<file path="src/rtl/sram_pkg.sv">
// Shared types for the two-port SRAM strobe controller.
package sram_pkg;
  localparam int AW_DEF = 8;
  localparam int DW_DEF = 8;

  typedef enum logic [1:0] {
    IDLE   = 2'd0,
    SETUP  = 2'd1,
    STROBE = 2'd2,
    HOLD   = 2'd3
  } state_t;

  typedef logic port_id_t;
endpackage

</file>
<file path="src/rtl/rr_arb2.sv">
// Combinational two-way round-robin pick; the history bit is owned by the caller.
module rr_arb2
  import sram_pkg::*;
(
  input  logic     req0,
  input  logic     req1,
  input  port_id_t last,
  output port_id_t gnt_id,
  output logic     gnt_valid
);

  always_comb begin
    gnt_valid = req0 | req1;
    // on a tie the port not served last wins; otherwise the lone requester
    if (req0 && req1) gnt_id = ~last;
    else              gnt_id = req1;
  end

endmodule

</file>
<file path="src/rtl/sram_arb2.sv">
// Serialises two requesters onto the async SRAM: SETUP / STROBE / HOLD per access.
module sram_arb2
  import sram_pkg::*;
#(
  parameter int AW = AW_DEF,
  parameter int DW = DW_DEF
) (
  input  logic          clk,
  input  logic          rst_n,
  input  logic          req0,
  input  logic          we0,
  input  logic [AW-1:0] addr0,
  input  logic [DW-1:0] wdata0,
  input  logic          req1,
  input  logic          we1,
  input  logic [AW-1:0] addr1,
  input  logic [DW-1:0] wdata1,
  output logic          ack0,
  output logic          ack1,
  output logic [DW-1:0] rdata,
  output logic          busy,
  output logic          sram_cs,
  output logic          sram_wr,
  output logic          sram_rd_n,
  output logic [AW-1:0] sram_addr,
  output logic [DW-1:0] sram_din,
  input  logic [DW-1:0] sram_dout
);

  state_t   state;
  port_id_t last, gid, gnt_id;
  logic     gnt_valid, we_r;

  rr_arb2 u_arb (
    .req0      (req0),
    .req1      (req1),
    .last      (last),
    .gnt_id    (gnt_id),
    .gnt_valid (gnt_valid)
  );

  // Every pin is a flop so nothing combinational reaches the SRAM or requesters.
  always_ff @(posedge clk or negedge rst_n) begin
    if (!rst_n) begin
      state     <= IDLE;
      last      <= 1'b1;
      gid       <= 1'b0;
      we_r      <= 1'b0;
      sram_addr <= '0;
      sram_din  <= '0;
      sram_cs   <= 1'b0;
      sram_wr   <= 1'b0;
      sram_rd_n <= 1'b1;
      busy      <= 1'b0;
      ack0      <= 1'b0;
      ack1      <= 1'b0;
      rdata     <= '0;
    end else begin
      ack0 <= 1'b0;
      ack1 <= 1'b0;
      case (state)
        IDLE: if (gnt_valid) begin
          state     <= SETUP;
          last      <= gnt_id;
          gid       <= gnt_id;
          we_r      <= gnt_id ? we1    : we0;
          sram_addr <= gnt_id ? addr1  : addr0;
          sram_din  <= gnt_id ? wdata1 : wdata0;
          sram_cs   <= 1'b1;
          busy      <= 1'b1;
        end
        SETUP: begin
          state     <= STROBE;
          sram_wr   <= we_r;
          sram_rd_n <= we_r;
        end
        STROBE: begin
          // write data was latched on the wr rising edge; read data is valid now
          state     <= HOLD;
          sram_wr   <= 1'b0;
          sram_rd_n <= 1'b1;
          if (!we_r) rdata <= sram_dout;
          ack0      <= ~gid;
          ack1      <= gid;
        end
        HOLD: begin
          state   <= IDLE;
          sram_cs <= 1'b0;
          busy    <= 1'b0;
        end
        default: state <= IDLE;
      endcase
    end
  end

endmodule

</file>
<file path="config.mk">
export PLATFORM = sky130hd
export DESIGN_NAME = sram_arb2
export DESIGN_NICKNAME = d
export VERILOG_FILES = /design/src/rtl/sram_pkg.sv /design/src/rtl/rr_arb2.sv /design/src/rtl/sram_arb2.sv
export SDC_FILE = /design/constraint.sdc
export NUM_CORES = 1
export LEC_CHECK = 0
export CORE_MARGIN = 10
export CORE_UTILIZATION = 36
export DETAILED_ROUTE_END_ITERATION = 10
export PLACE_DENSITY = 0.76
export SKIP_LAST_GASP = 1
export SYNTH_ARGS = -nofsm -noshare
export SYNTH_HDL_FRONTEND = slang
export SYNTH_SLANG_ARGS = --single-unit
</file>
<file path="constraint.sdc">
create_clock -name clk -period 1.55 [get_ports clk]
set_input_delay 0.31 -clock clk [delete_from_list [all_inputs] [get_ports clk]]
set_output_delay 0.31 -clock clk [all_outputs]
set_load 0.05 [all_outputs]
</file>
==> out/qor.csv, run 1 <==
metric,value,unit
die_h,84.8,um
yosysSeqAreaShare,56.5,%
grtUsageTotal,11.8,%
required,1750,ps
max_cap_violations,0,
yosysTopAreaCell,dfrtp_1,
fillers,310,
crit_path_start_kind,input port,
timing.final.hold_violations,0,
max_stage_delay,530,ps
dp_cells,277,
netlist_area,0.00151,mm^2
cts_root_buffer,clkbuf_8,
clkTransAtPathRegs,70,ps
die_area,0.00719,mm^2
fin_crit,1450,ps
vias_per_cell,4.80,
skew,4.02,ps
synth_enable_flop_cells,0,
yosys.area.top_type_share,53.0,%
yosys_warnings,0,
numCtsBuffers,5,
power_leakage,1.22,nW
fmax,691,MHz
crit_slowest_cell,clkdlybuf4s50_1,
syn_inst,148,
hold_class,input port to asynchronous set/reset pin,
outcome,completed,
fin_util,68.0,%
fin_crit_sh,93.4,%
synth.avg_cell_area,10.2,um^2
coreArea,0.00403,mm^2
htree_levels,2,
crit_chain,clkdlybuf4s50_1 > a21boi_4 > a21oi_1 > a21oi_1,
crit_top_cell,a21oi_1,
antenna_cells,0,
drc,0,
post_drt_wl_per_cell,15.4,um
drt.antenna.violating_nets,0,
peakVddDrop,1210,uV
drt-total-wl,4.39,mm
ys_seq_elements,34,
yosys_most_used_dff,dfrtp_1,
area_delta_synth_final,81.4,%
drt_iter0_drc,74,
rsz0062_at_grt,no,
synth_area_leaders,"dfrtp_1, a21oi_1, mux2_2",
synth_cell_types,22,
synthTopCellsByCount,"a21oi_1, dfrtp_1, nor2_1",
start_util,37.5,%
cts_tree,done,
grt_pass1_wl,7.07,mm
layout-drive-gt1-share,28.9,%
die_w,84.8,um
floorplan.io_pins,76,
clkSinkCount,34,
vias,1368,
yosysMostFrequentCell,a21oi_1,
critPathArrivalTime,1640,ps
clock_latency,270,ps
synth_nets,198,
antenna_found_initial,0,
tns,0,ps
cp_max_fo,18,
slew_headroom,67.4,%
finalMaxSlewViolations,0,
p_per_area,2470,mW/mm^2
gp_congestion,0.729,
cts_max_path_buffers,2,
hold_buffers,0,
finalNonFillerCells,285,
worst-setup-path-type,input port to register,
worstMarginPinSlew,488,ps
dr.pass1.iters,4,
portBuffers,75,
dpl.hpwl,3.53,mm
grt-ovfl-total,0,
nets,284,
rows,23,
grt_pass1_vias,1465,
finalSetupViolations,0,
endpoint_kind,register,
grt_max_degree,35,
async_flop_share,100,%
worst max-delay path, delay by kind of cell:
family,cells,cell delay (ps)
buf+inv,1,530
compound gates,3,800
area by class of cell:
cell class                      count  area (um^2)  area share (%)
Clock inverter                      1         5.00           0.183
Multi-Input combinational cell    102          602            22.0
Sequential cell                    34          853            31.2
Tap cell                           50         62.6            2.28
Timing Repair Buffer               88         1120            40.8
Inverter                            3         11.3           0.411
Clock buffer                        7         86.3            3.15
sequential cells by signal (all words and copies together) (netlist names):
signal,count
sram_addr,8
sram_din,8
sram_cs,1
last,1
state,2
gid,1
sram_wr,1
rdata,8
sram_rd_n,1
ack1,1
ack0,1
we_r,1
through the flow:
step / setup WS [ps] / hold WS (ps) / area, um^2 / total power [W]
after floorplan: 106 / 14.4 / 1520 / 0.00393
after global placement: -110 / 369 / 2640 / 0.00606
after detailed placement: -179 / 362 / 2640 / 0.00615
after CTS: 31.7 / 59.1 / 2730 / 0.00682
after global routing: 10.1 / 75.3 / 2740 / 0.00713
final: 103 / 55.3 / 2740 / 0.00676
report_power, final:
group          switching (W)  leakage [nW]  internal (W)  total (W)
registers           0.000461         0.393       0.00136    0.00182
logic                0.00220         0.782       0.00208    0.00428
clock network       0.000301        0.0482      0.000358   0.000659
routing by layer:
layer	share of wire (%)	GRT usage [%]	routed length, um
met5	0	0	0
met4	0.61	2.69	27
met3	10	6.57	442
met2	49	19.6	2150
met1	40	12.8	1770
logic make-up (layout without fill, tap and decap cells):
kind of cell	Yosys count	count (layout)	synth area share, %
multiplexers	9	9	6.71
flip-flops	34	34	56.5
AND/OR/NAND/NOR	44	44	12.0
buffers and inverters	12	99	4.56
adder cells (fa/ha/maj)	4	4	3.31
AO/OA/AOI/OAI	45	45	16.9
cell usage in the layout (no fill, tap or decap), drive strengths merged:
cell / Yosys / routed
nor2: 20 / 20
clkinv: 0 / 1
dfrtp: 32 / 32
a21oi: 38 / 38
nor3: 1 / 1
nor2b: 2 / 2
a21boi: 1 / 1
clkbuf: 0 / 7
o21a: 1 / 1
a31oi: 1 / 1
inv: 3 / 3
nand2: 18 / 18
dfstp: 2 / 2
o21ai: 2 / 2
buf: 9 / 44
mux2: 9 / 9
clkdlybuf4s50: 0 / 44
nor3b: 1 / 1
a22o: 1 / 1
and2: 1 / 1
a21bo: 1 / 1
ha: 4 / 4
nand3b: 1 / 1
final timing paths:
| kind | cells past startpoint | slack, ps | end | from |
|---|---|---|---|---|
| worst max-delay path | 4 | 100 | sram_din[6] | req0 |
| worst min-delay path | 2 | 60 | sram_addr[5] | rst_n |
| worst max register to register | 5 | 140 | rdata[6] | state[0] |
| worst min register to register | 1 | 460 | ack0 | gid |
| max in group asynchronous | 2 | 1160 | last | rst_n |
| min in group clk | 1 | 460 | ack0 | gid |
timing repair:
item | 4_1_cts | 5_1_grt
gates resized for setup | 0 | 3
setup buffers | 0 | 0
endpoints found under the setup margin | 0 | 5
(Power assumes the default switching activity.)
==> run 2: changes to the inputs <==
GPL_TIMING_DRIVEN = 0   (was default)
REMOVE_ABC_BUFFERS = 1   (was default)
==> run 2 against run 1 <==
  * Global-route usage shrank 0.35 points
  * Flip-flop and latch count is the same
  * Maximum frequency shrank 5.7%
  * Combinational power shrank 24%
  * Register-to-register slack lost 120 ps
  * Total power shrank 18%
  * Worst hold slack gained 38 ps
  * Non-clock buffer count shrank 10
  * Die area is the same
  * Via count shrank 3.9%
  * Sequential share of layout area grew 4.5 points
  * Largest power group unchanged
  * Highest routed layer unchanged
==> out/qor.csv, run 2 (synthesized netlist as in run 1, its figures left out) <==
metric,value,unit,change
outcome,completed,,
fmax,652,MHz,-5.7%
clkSinkCount,34,,unchanged
seq_area,853,um^2,unchanged
cp_max_fo,6,,-12
peakVddDrop,1040,uV,-14%
grt_pass1_vias,1394,,-4.8%
vias_per_cell,4.78,,-0.38%
grt-ovfl-total,0,,unchanged
grtUsageTotal,11.5,%,-0.35 points
worstMarginPinSlew,743,ps,+255 ps
layout-drive-gt1-share,13.8,%,-15 points
vias,1315,,-3.9%
fin_crit,1530,ps,+86.8 ps
drt-total-wl,4.23,mm,-3.6%
reg2regPathDepth,4,,-1
grt_pass1_wl,6.71,mm,-5.1%
max_cap_violations,0,,unchanged
reg.largest.list,"rdata: 8 flops, sram_addr: 8 flops, sram_din: 8 flops",,
multi_input_area,633,um^2,+5.2%
p_per_area,2310,mW/mm^2,-6.5%
cts_max_path_buffers,2,,unchanged
rsz0062_at_grt,yes,,
coreArea,0.00403,mm^2,unchanged
hold_class,input port to asynchronous set/reset pin,,
drc,0,,unchanged
start_util,37.5,%,unchanged
r2r_end,state[1],,
clkTransAtPathRegs,70,ps,about the same
finalSetupViolations,0,,unchanged
floorplan.io_pins,76,,unchanged
clock_latency,280,ps,about the same
dpl.hpwl,3.13,mm,-11%
critPathArrivalTime,1700,ps,+60 ps
r2r_slack,20,ps,-120 ps
die_area,0.00719,mm^2,unchanged
numCtsBuffers,5,,unchanged
fillers,373,,+20%
cts_tree,done,,
slew_headroom,50.5,%,-17 points
antenna_found_initial,0,,unchanged
crit_path_start_kind,register,,
die_w,84.8,um,unchanged
nets,274,,-3.5%
rows,23,,unchanged
final_cell_mix,"clkdlybuf4s50_1, a21oi_1, dfrtp_1, dlygate4sd2_1, nor2_1",,
grt_max_degree,35,,unchanged
required,1720,ps,-30 ps
die_h,84.8,um,unchanged
antenna_cells,0,,unchanged
post_drt_wl_per_cell,15.4,um,about the same
skew,4.55,ps,+0.530 ps
cts_root_buffer,clkbuf_8,,
timing.final.hold_violations,0,,unchanged
hold-worst-slack,93.6,ps,+38.3 ps
dr.pass1.iters,2,,-2
reg2reg_from,state[0],,
drt_iter0_drc,23,,-69%
layout_commonest_cell,clkdlybuf4s50_1,,
portBuffers,75,,unchanged
tns,0,ps,unchanged
htree_levels,2,,unchanged
worst-setup-path-type,register to register,,
area_delta_synth_final,58.7,%,
drt.antenna.violating_nets,0,,unchanged
gp_congestion,0.702,,-3.7%
power_leakage,1.06,nW,-13%
finalMaxSlewViolations,0,,unchanged
fin_crit_sh,99.0,%,+5.6 points
endpoint_kind,register,,
-- run 2: cell count changes in the layout (fill, tap and decap cells not counted), sizes merged --
cell and delta:
buf -40, clkbuf +1, clkdlybuf4s15 +4, dlygate4sd2 +25
-- run 2: critical path, cell delays in order, from the launching register on --
cell and delay [ps]:
dfrtp_1 380, inv_1 120, ha_2 290, nor3b_4 270
mux2_2 360
-- run 2: through the flow --
step,instance area (um^2),cells,utilization (%),setup slack (ps),power [W]
2_1_floorplan,1450,139,-,-75.5,0.00384
3_3_place_gp,2270,264,56.2,-572,0.00498
5_1_grt,2400,275,59.5,-81.3,0.00590
4_1_cts,2360,274,58.6,-110,0.00551
6_report,2400,275,59.5,15.9,0.00553
3_5_place_dp,2260,264,56.1,-392,0.00505
-- run 2: worst max path at each step --
stage	endpoint	depth (start not counted)	startpoint
floorplan	rdata[0]	4	state[0]
global placement	sram_addr[4]	1	rst_n
detailed placement	sram_din[1]	4	req0
CTS	sram_rd_n	1	sram_rd_n
global route	rdata[4]	4	state[0]
finish	state[1]	4	state[0]
-- run 2: repair_timing --
item	in CTS	in global routing
pin swaps	0	1
gates resized for setup	37	9
cloned	0	0
endpoints found under the setup margin	58	31
hold buffers	0	0
buffers inserted	2	1
-- run 2: area by class of cell --
type	instances	share of cell area, %
Sequential cell	34	35.6
Timing Repair Buffer	78	31.1
Multi-Input combinational cell	102	26.4
Clock buffer	7	3.60
Tap cell	50	2.61
Inverter	3	0.470
Clock inverter	1	0.209
-- run 2: routing by layer --
| layer | wire length, um | GRT usage [%] |
|---|---|---|
| met1 | 1740 | 11.7 |
| met2 | 2060 | 19.5 |
| met3 | 395 | 6.67 |
| met4 | 38 | 3.14 |
| met5 | 0 | 0 |
-- run 2: power by group --
group | total [W] | leakage, nW | switching [W] | internal, W
combinational | 0.00327 | 0.621 | 0.00222 | 0.00105
clock | 0.000658 | 0.0482 | 0.000300 | 0.000358
sequential | 0.00160 | 0.393 | 0.000243 | 0.00136
